===== config.mk =====
export PLATFORM = sky130hd
export DESIGN_NAME = univ_shift_reg
export DESIGN_NICKNAME = d
export VERILOG_FILES = /design/src/rtl/usr_pkg.sv /design/src/rtl/usr_shift_unit.sv /design/src/rtl/univ_shift_reg.sv
export SDC_FILE = /design/constraint.sdc
export NUM_CORES = 1
export LEC_CHECK = 0
export ABC_AREA = 1
export CORE_MARGIN = 4
export CORE_UTILIZATION = 30
export CTS_BUF_LIST = sky130_fd_sc_hd__clkbuf_2
export DETAILED_ROUTE_END_ITERATION = 12
export GPL_ROUTABILITY_DRIVEN = 0
export GPL_TIMING_DRIVEN = 0
export SYNTH_ARGS = -nofsm -noshare
export SYNTH_HDL_FRONTEND = slang
export SYNTH_SLANG_ARGS = --single-unit

===== constraint.sdc =====
create_clock -name clk -period 1.6 [get_ports clk]
set_clock_uncertainty 0.1 [all_clocks]
set_input_delay 0.32 -clock clk [delete_from_list [all_inputs] [get_ports clk]]
set_output_delay 0.32 -clock clk [all_outputs]
set_load 0.03 [all_outputs]

===== src/rtl/usr_pkg.sv =====
// Shared definitions for the universal shift register: operation encodings,
// burst FSM states and a mode-classification helper.
package usr_pkg;

    // Operation encodings carried on the 3-bit mode input.
    localparam logic [2:0] MODE_HOLD = 3'b000;
    localparam logic [2:0] MODE_LOAD = 3'b001;
    localparam logic [2:0] MODE_SHL  = 3'b010;
    localparam logic [2:0] MODE_SHR  = 3'b011;
    localparam logic [2:0] MODE_ROL  = 3'b100;
    localparam logic [2:0] MODE_ROR  = 3'b101;
    localparam logic [2:0] MODE_ASR  = 3'b110;
    localparam logic [2:0] MODE_CLR  = 3'b111;

    // Burst engine states.
    typedef enum logic {
        ST_IDLE  = 1'b0,
        ST_BURST = 1'b1
    } state_t;

    // True for the modes a burst may repeat (all shifts and rotates).
    function automatic logic is_shift_mode(input logic [2:0] m);
        return (m == MODE_SHL) || (m == MODE_SHR) || (m == MODE_ROL) ||
               (m == MODE_ROR) || (m == MODE_ASR);
    endfunction

endpackage


===== src/rtl/usr_shift_unit.sv =====
// Combinational next-state logic for the shift register: given the current
// contents, an operation and the serial inputs, produce the new contents and
// the bit expelled by a shift or rotate. Shared by manual and burst paths.
module usr_shift_unit
    import usr_pkg::*;
#(
    parameter int WIDTH = 8
) (
    input  logic [WIDTH-1:0] q,
    input  logic [2:0]       mode,
    input  logic             sin_l,
    input  logic             sin_r,
    output logic [WIDTH-1:0] q_next,
    output logic             bit_out,
    output logic             bit_upd
);

    // Decode the operation into new contents and the expelled bit.
    always_comb begin
        // NOTE: every output gets a default before the case so no path leaves
        // a variable unassigned, which would otherwise infer a latch.
        q_next  = q;
        bit_out = 1'b0;
        bit_upd = 1'b0;
        case (mode)
            MODE_HOLD: q_next = q;
            MODE_LOAD: q_next = q;
            MODE_SHL: begin
                q_next  = {q[WIDTH-2:0], sin_r};
                bit_out = q[WIDTH-1];
                bit_upd = 1'b1;
            end
            MODE_SHR: begin
                q_next  = {sin_l, q[WIDTH-1:1]};
                bit_out = q[0];
                bit_upd = 1'b1;
            end
            MODE_ROL: begin
                q_next  = {q[WIDTH-2:0], q[WIDTH-1]};
                bit_out = q[WIDTH-1];
                bit_upd = 1'b1;
            end
            MODE_ROR: begin
                q_next  = {q[0], q[WIDTH-1:1]};
                bit_out = q[0];
                bit_upd = 1'b1;
            end
            MODE_ASR: begin
                q_next  = {q[WIDTH-1], q[WIDTH-1:1]};
                bit_out = q[0];
                bit_upd = 1'b1;
            end
            MODE_CLR: q_next = '0;
            default:  q_next = q;
        endcase
    end

endmodule


===== src/rtl/univ_shift_reg.sv =====
// Universal shift register with complementary outputs and an autonomous
// burst engine that repeats one shift/rotate mode burst_len times under a
// busy/done handshake. Parallel load data is muxed in here; all other
// operations come from the shared shift unit.
module univ_shift_reg
    import usr_pkg::*;
#(
    parameter int WIDTH = 8,
    parameter int CNT_W = 4
) (
    input  logic             clk,
    input  logic             rst,
    input  logic             en,
    input  logic [2:0]       mode,
    input  logic [WIDTH-1:0] d,
    input  logic             sin_r,
    input  logic             sin_l,
    input  logic             burst_start,
    input  logic [CNT_W-1:0] burst_len,
    output logic [WIDTH-1:0] q,
    output logic [WIDTH-1:0] q_bar,
    output logic             shift_out,
    output logic             busy,
    output logic             done
);

    state_t           state;
    logic [CNT_W-1:0] cnt;
    logic [2:0]       b_mode;
    logic             b_sin_l;
    logic             b_sin_r;

    logic [2:0]       op_mode;
    logic             op_sin_l;
    logic             op_sin_r;
    logic [WIDTH-1:0] shift_q;
    logic             shift_bit;
    logic             shift_upd;
    logic [WIDTH-1:0] manual_q;

    // During a burst the shift unit runs from the latched command, so the
    // live inputs cannot disturb it.
    always_comb begin
        op_mode  = mode;
        op_sin_l = sin_l;
        op_sin_r = sin_r;
        if (state == ST_BURST) begin
            op_mode  = b_mode;
            op_sin_l = b_sin_l;
            op_sin_r = b_sin_r;
        end
    end

    usr_shift_unit #(
        .WIDTH (WIDTH)
    ) u_shift (
        .q       (q),
        .mode    (op_mode),
        .sin_l   (op_sin_l),
        .sin_r   (op_sin_r),
        .q_next  (shift_q),
        .bit_out (shift_bit),
        .bit_upd (shift_upd)
    );

    // Manual path: parallel load bypasses the shift unit.
    assign manual_q = (mode == MODE_LOAD) ? d : shift_q;

    // The complement tracks q combinationally with no extra register.
    assign q_bar = ~q;

    // Register file plus burst FSM: manual commands in IDLE, repeated steps
    // in BURST, one-cycle done pulse on completion or zero-length request.
    always_ff @(posedge clk or posedge rst) begin
        if (rst) begin
            state     <= ST_IDLE;
            q         <= '0;
            shift_out <= 1'b0;
            busy      <= 1'b0;
            done      <= 1'b0;
            cnt       <= '0;
            b_mode    <= MODE_HOLD;
            b_sin_l   <= 1'b0;
            b_sin_r   <= 1'b0;
        end else begin
            // NOTE: state is updated with non-blocking assignments so every
            // register sees pre-edge values, matching real flip-flop behaviour.
            done <= 1'b0;
            case (state)
                ST_IDLE: begin
                    if (burst_start) begin
                        // Non-shift modes make the whole request a no-op.
                        if (is_shift_mode(mode)) begin
                            if (burst_len != '0) begin
                                b_mode  <= mode;
                                b_sin_l <= sin_l;
                                b_sin_r <= sin_r;
                                cnt     <= burst_len;
                                busy    <= 1'b1;
                                state   <= ST_BURST;
                            end else begin
                                done <= 1'b1;
                            end
                        end
                    end else if (en) begin
                        q <= manual_q;
                        if (shift_upd) begin
                            shift_out <= shift_bit;
                        end
                    end
                end
                ST_BURST: begin
                    q         <= shift_q;
                    shift_out <= shift_bit;
                    cnt       <= cnt - 1'b1;
                    if (cnt == CNT_W'(1)) begin
                        busy  <= 1'b0;
                        done  <= 1'b1;
                        state <= ST_IDLE;
                    end
                end
                default: state <= ST_IDLE;
            endcase
        end
    end

endmodule

==> impl_metrics.toml, run 1 <==
[run_status]
status = "finished with violations"
violations = "negative setup slack"

[critical_path]
cp_num_buf_inv = 1
cpLargestDelayFamily = "flip-flops"
critical_path_depth = 1
critical_path.cell_chain = "clkdlybuf4s15_2"
crit_fanout = 5
crit_required_ns = 1.18
critical_path_class = "flip-flop to output pin"
crit_arrival_ns = 1.18
endpoint_kind = "output pin"
cp-start-kind = "flip-flop"
max_stage_delay_ns = 0.50
r2r.worst_path.cells = 11
crit_slowest_cell = "dfrtp_1"

[logic_synthesis]
yosysWarnings = 0
avgSynthCellArea_um2 = 7.19
syn-num-nets = 227
ys_seq_elements = 21
synth_cells = 204
synth_area_um2 = 1470
ys_types = 28
synth-seq-area-share_pct = 35.8

[placement]
place_ws_ns = -0.515
hpwl_mm = 2.89
placed_cells = 310
portBuffers = 39

[die]
coreArea_um2 = 4720
rows = 25
fp.dieH_um = 77.9
initial_core_util_pct = 31.0
die_area_um2 = 6070
fp.dieW_um = 77.9
io_pins = 40

[sta]
period_share_pct = 100
hold_violations = 0
rsz0062_at_grt = "yes"
fmax_mhz = 624
maxSlewHeadroom_pct = 42.5
period_needed_ns = 1.60
worst_pin_slew_ns = 0.862
slew_viol_final = 0
setup_ws_ns = -0.00250
setup_viol_count_final = 1

[global_routing]
grtUsageTotal_pct = 13.3
antenna_found_initial = 0
grt_pass1_wl_mm = 6.48
grt_pass1_vias = 1432
grt_start_max_net_pins = 22
grt-ovfl-total = 0

[drt]
routedWlPerCell_um = 12.1
ant_nets = 0
wl_mm = 3.97
first_pass_iters = 4
drc_errors = 0
vias_per_cell = 4.50
via_count = 1480
drt_iter0_drc = 61

[cts]
cts_hold_buf = 0
cts_max_path_buffers = 2
cts_buffers = 3
clock_latency_ns = 0.36
cts_tree = "done"
cts-root-buf = "clkbuf_2"
cts.sinks = 21
htreeDepth = 1
path_clk_slew_ns = 0.23

[final_layout]
drive_above_1_share_pct = 28.2
fillers = 495
antenna_cells = 0
synthToLayoutAreaGrowth_pct = 42.6
nNetsFinal = 286
instances_no_fill = 329
fin_util_pct = 44.3

[run]
max_cap_violations = 0

[hold_path]
hold_path_depth = 3
hold_path_class = "input port to flip-flop"

[power]
comb_power_share_pct = 69.4
vdd_drop_max_v = 0.000492
p_leak_uw = 0.00102
seqPwrFrac_pct = 24.3
fin_total_pwr_uw = 3880
switching_share_pct = 53.1
p_per_area_nw_per_um2 = 1860
p_sw_uw = 2060
internal-power_uw = 1820
p_clk_share_pct = 6.3
[cell families (layout without fill, tap and decap cells)]
group	after synthesis	count (layout)	synth area share [%]
AND/OR/NAND/NOR	112	112	38.1
buffers and inverters	35	93	10.1
adder cells (fa/ha/maj)	2	2	1.71
flip-flops	21	21	35.8
AO/OA/AOI/OAI	33	33	13.7
XOR/XNOR	1	1	0.597
[registers in the layout, indices dropped and copies added, names as in the netlist]
name       flops
b_sin_r        1
state          1
cnt            4
done           1
b_sin_l        1
shift_out      1
busy           1
q              8
b_mode         3
[area by class of cell]
| cell class | count | area, µm² | area share, % |
|---|---|---|---|
| well taps | 67 | 83.8 | 4.01 |
| flip-flops and latches | 21 | 527 | 25.2 |
| repair buffers | 54 | 444 | 21.2 |
| inverters | 32 | 123 | 5.86 |
| clock buffers | 3 | 15.0 | 0.718 |
| multi-input cells | 148 | 860 | 41.1 |
| plain buffers | 3 | 33.8 | 1.62 |
| clock inverters | 1 | 5.00 | 0.239 |
[power by group through the flow]
stage	Combinational, µW	Clock, µW	Sequential, µW
2_1_floorplan	1500	0	1150
3_3_place_gp	2400	0	987
3_5_place_dp	2420	0	993
4_1_cts	2500	247	944
5_1_grt	2980	264	981
6_report	2690	246	945
[timing repair]
action,in CTS,in global routing
pin swaps,1,7
resized for setup,55,39
buffers inserted,11,4
endpoints found under the setup margin,30,25
[layer usage]
metal | vias to the layer above | part of all wire (%) | track usage (%)
met3 | 5 | 2.9 | 1.62
met4 | 0 | 1.3 | 4.72
met5 | - | 0 | 0
met1 | 686 | 47 | 17.1
li1 | 761 | - | -
met2 | 28 | 49 | 22.9
[cell usage after synthesis (all sizes together)]
cell type / number / area, µm²
inv: 32 / 120
xor2: 1 / 8.76
clkbuf: 1 / 5.00
a21oi: 4 / 31.3
o21ai: 22 / 110
nand3: 10 / 87.6
nand4: 2 / 12.5
nand2: 82 / 355
dfrtp: 21 / 526
ha: 2 / 25.0
nor2: 10 / 45.0
o211ai: 1 / 7.51
a22oi: 1 / 12.5
a21boi: 2 / 15.0
o21bai: 1 / 7.51
nand3b: 7 / 52.6
o41ai: 1 / 8.76
o221ai: 1 / 8.76
nor3: 1 / 5.00
buf: 2 / 22.5
[worst reg2reg max path, stage by stage (launching register included)]
cell,delay (ns)
dfrtp_1,0.47
inv_2,0.10
buf_8,0.14
nand2_4,0.07
nand2_8,0.09
nor2_4,0.04
nand2_2,0.07
nand2_4,0.10
nand2_2,0.08
nand2_1,0.05
o21bai_1,0.14
nand2_1,0.06
[final timing paths]
| path | from | to | slack, ns |
|---|---|---|---|
| worst max register to register | state | q[7] | 0.02 |
| worst min register to register | b_sin_l | b_sin_l | 0.41 |
| worst max-delay path | q[0] | q[0] | -0.003 |
| max in group asynchronous | rst | q[7] | 0.52 |
| worst min-delay path | mode[1] | b_mode[1] | 0.24 |
| min in group asynchronous | rst | cnt[0] | 0.29 |
[through the flow]
stage                     TNS [ns]  hold WS, ns  cell area, µm²
after floorplan                  0        0.197            1470
after global placement       -7.66        0.363            1940
after detailed placement     -7.54        0.371            1940
after CTS                        0        0.330            2030
after global routing         -1.01        0.244            2090
final                     -0.00250        0.245            2090
[cells in the final DEF (no fill, tap or decap), types with 2 or more instances in the layout]
cell type / synthesis / final
a21oi_1: 3 / 3
buf_2: 0 / 7
buf_4: 0 / 16
clkbuf_2: 1 / 9
clkdlybuf4s15_2: 0 / 4
clkdlybuf4s50_1: 0 / 19
dfrtp_1: 21 / 20
ha_1: 2 / 2
inv_1: 29 / 26
inv_2: 3 / 5
nand2_1: 71 / 63
nand2_2: 7 / 12
nand2_4: 4 / 6
nand3_1: 4 / 4
nand3_2: 5 / 2
nand3_4: 1 / 4
nand3b_1: 7 / 7
nand4_1: 2 / 2
nor2_1: 9 / 9
o21ai_0: 21 / 21
Power figures use the tool's default switching activity.
==> run 2: changes to the inputs <==
Settings changed: ABC_CLOCK_PERIOD_IN_PS set to 1600.
==> results of run 2 <==
No change in the layout: final DEF, timing and power equal those of run 1.
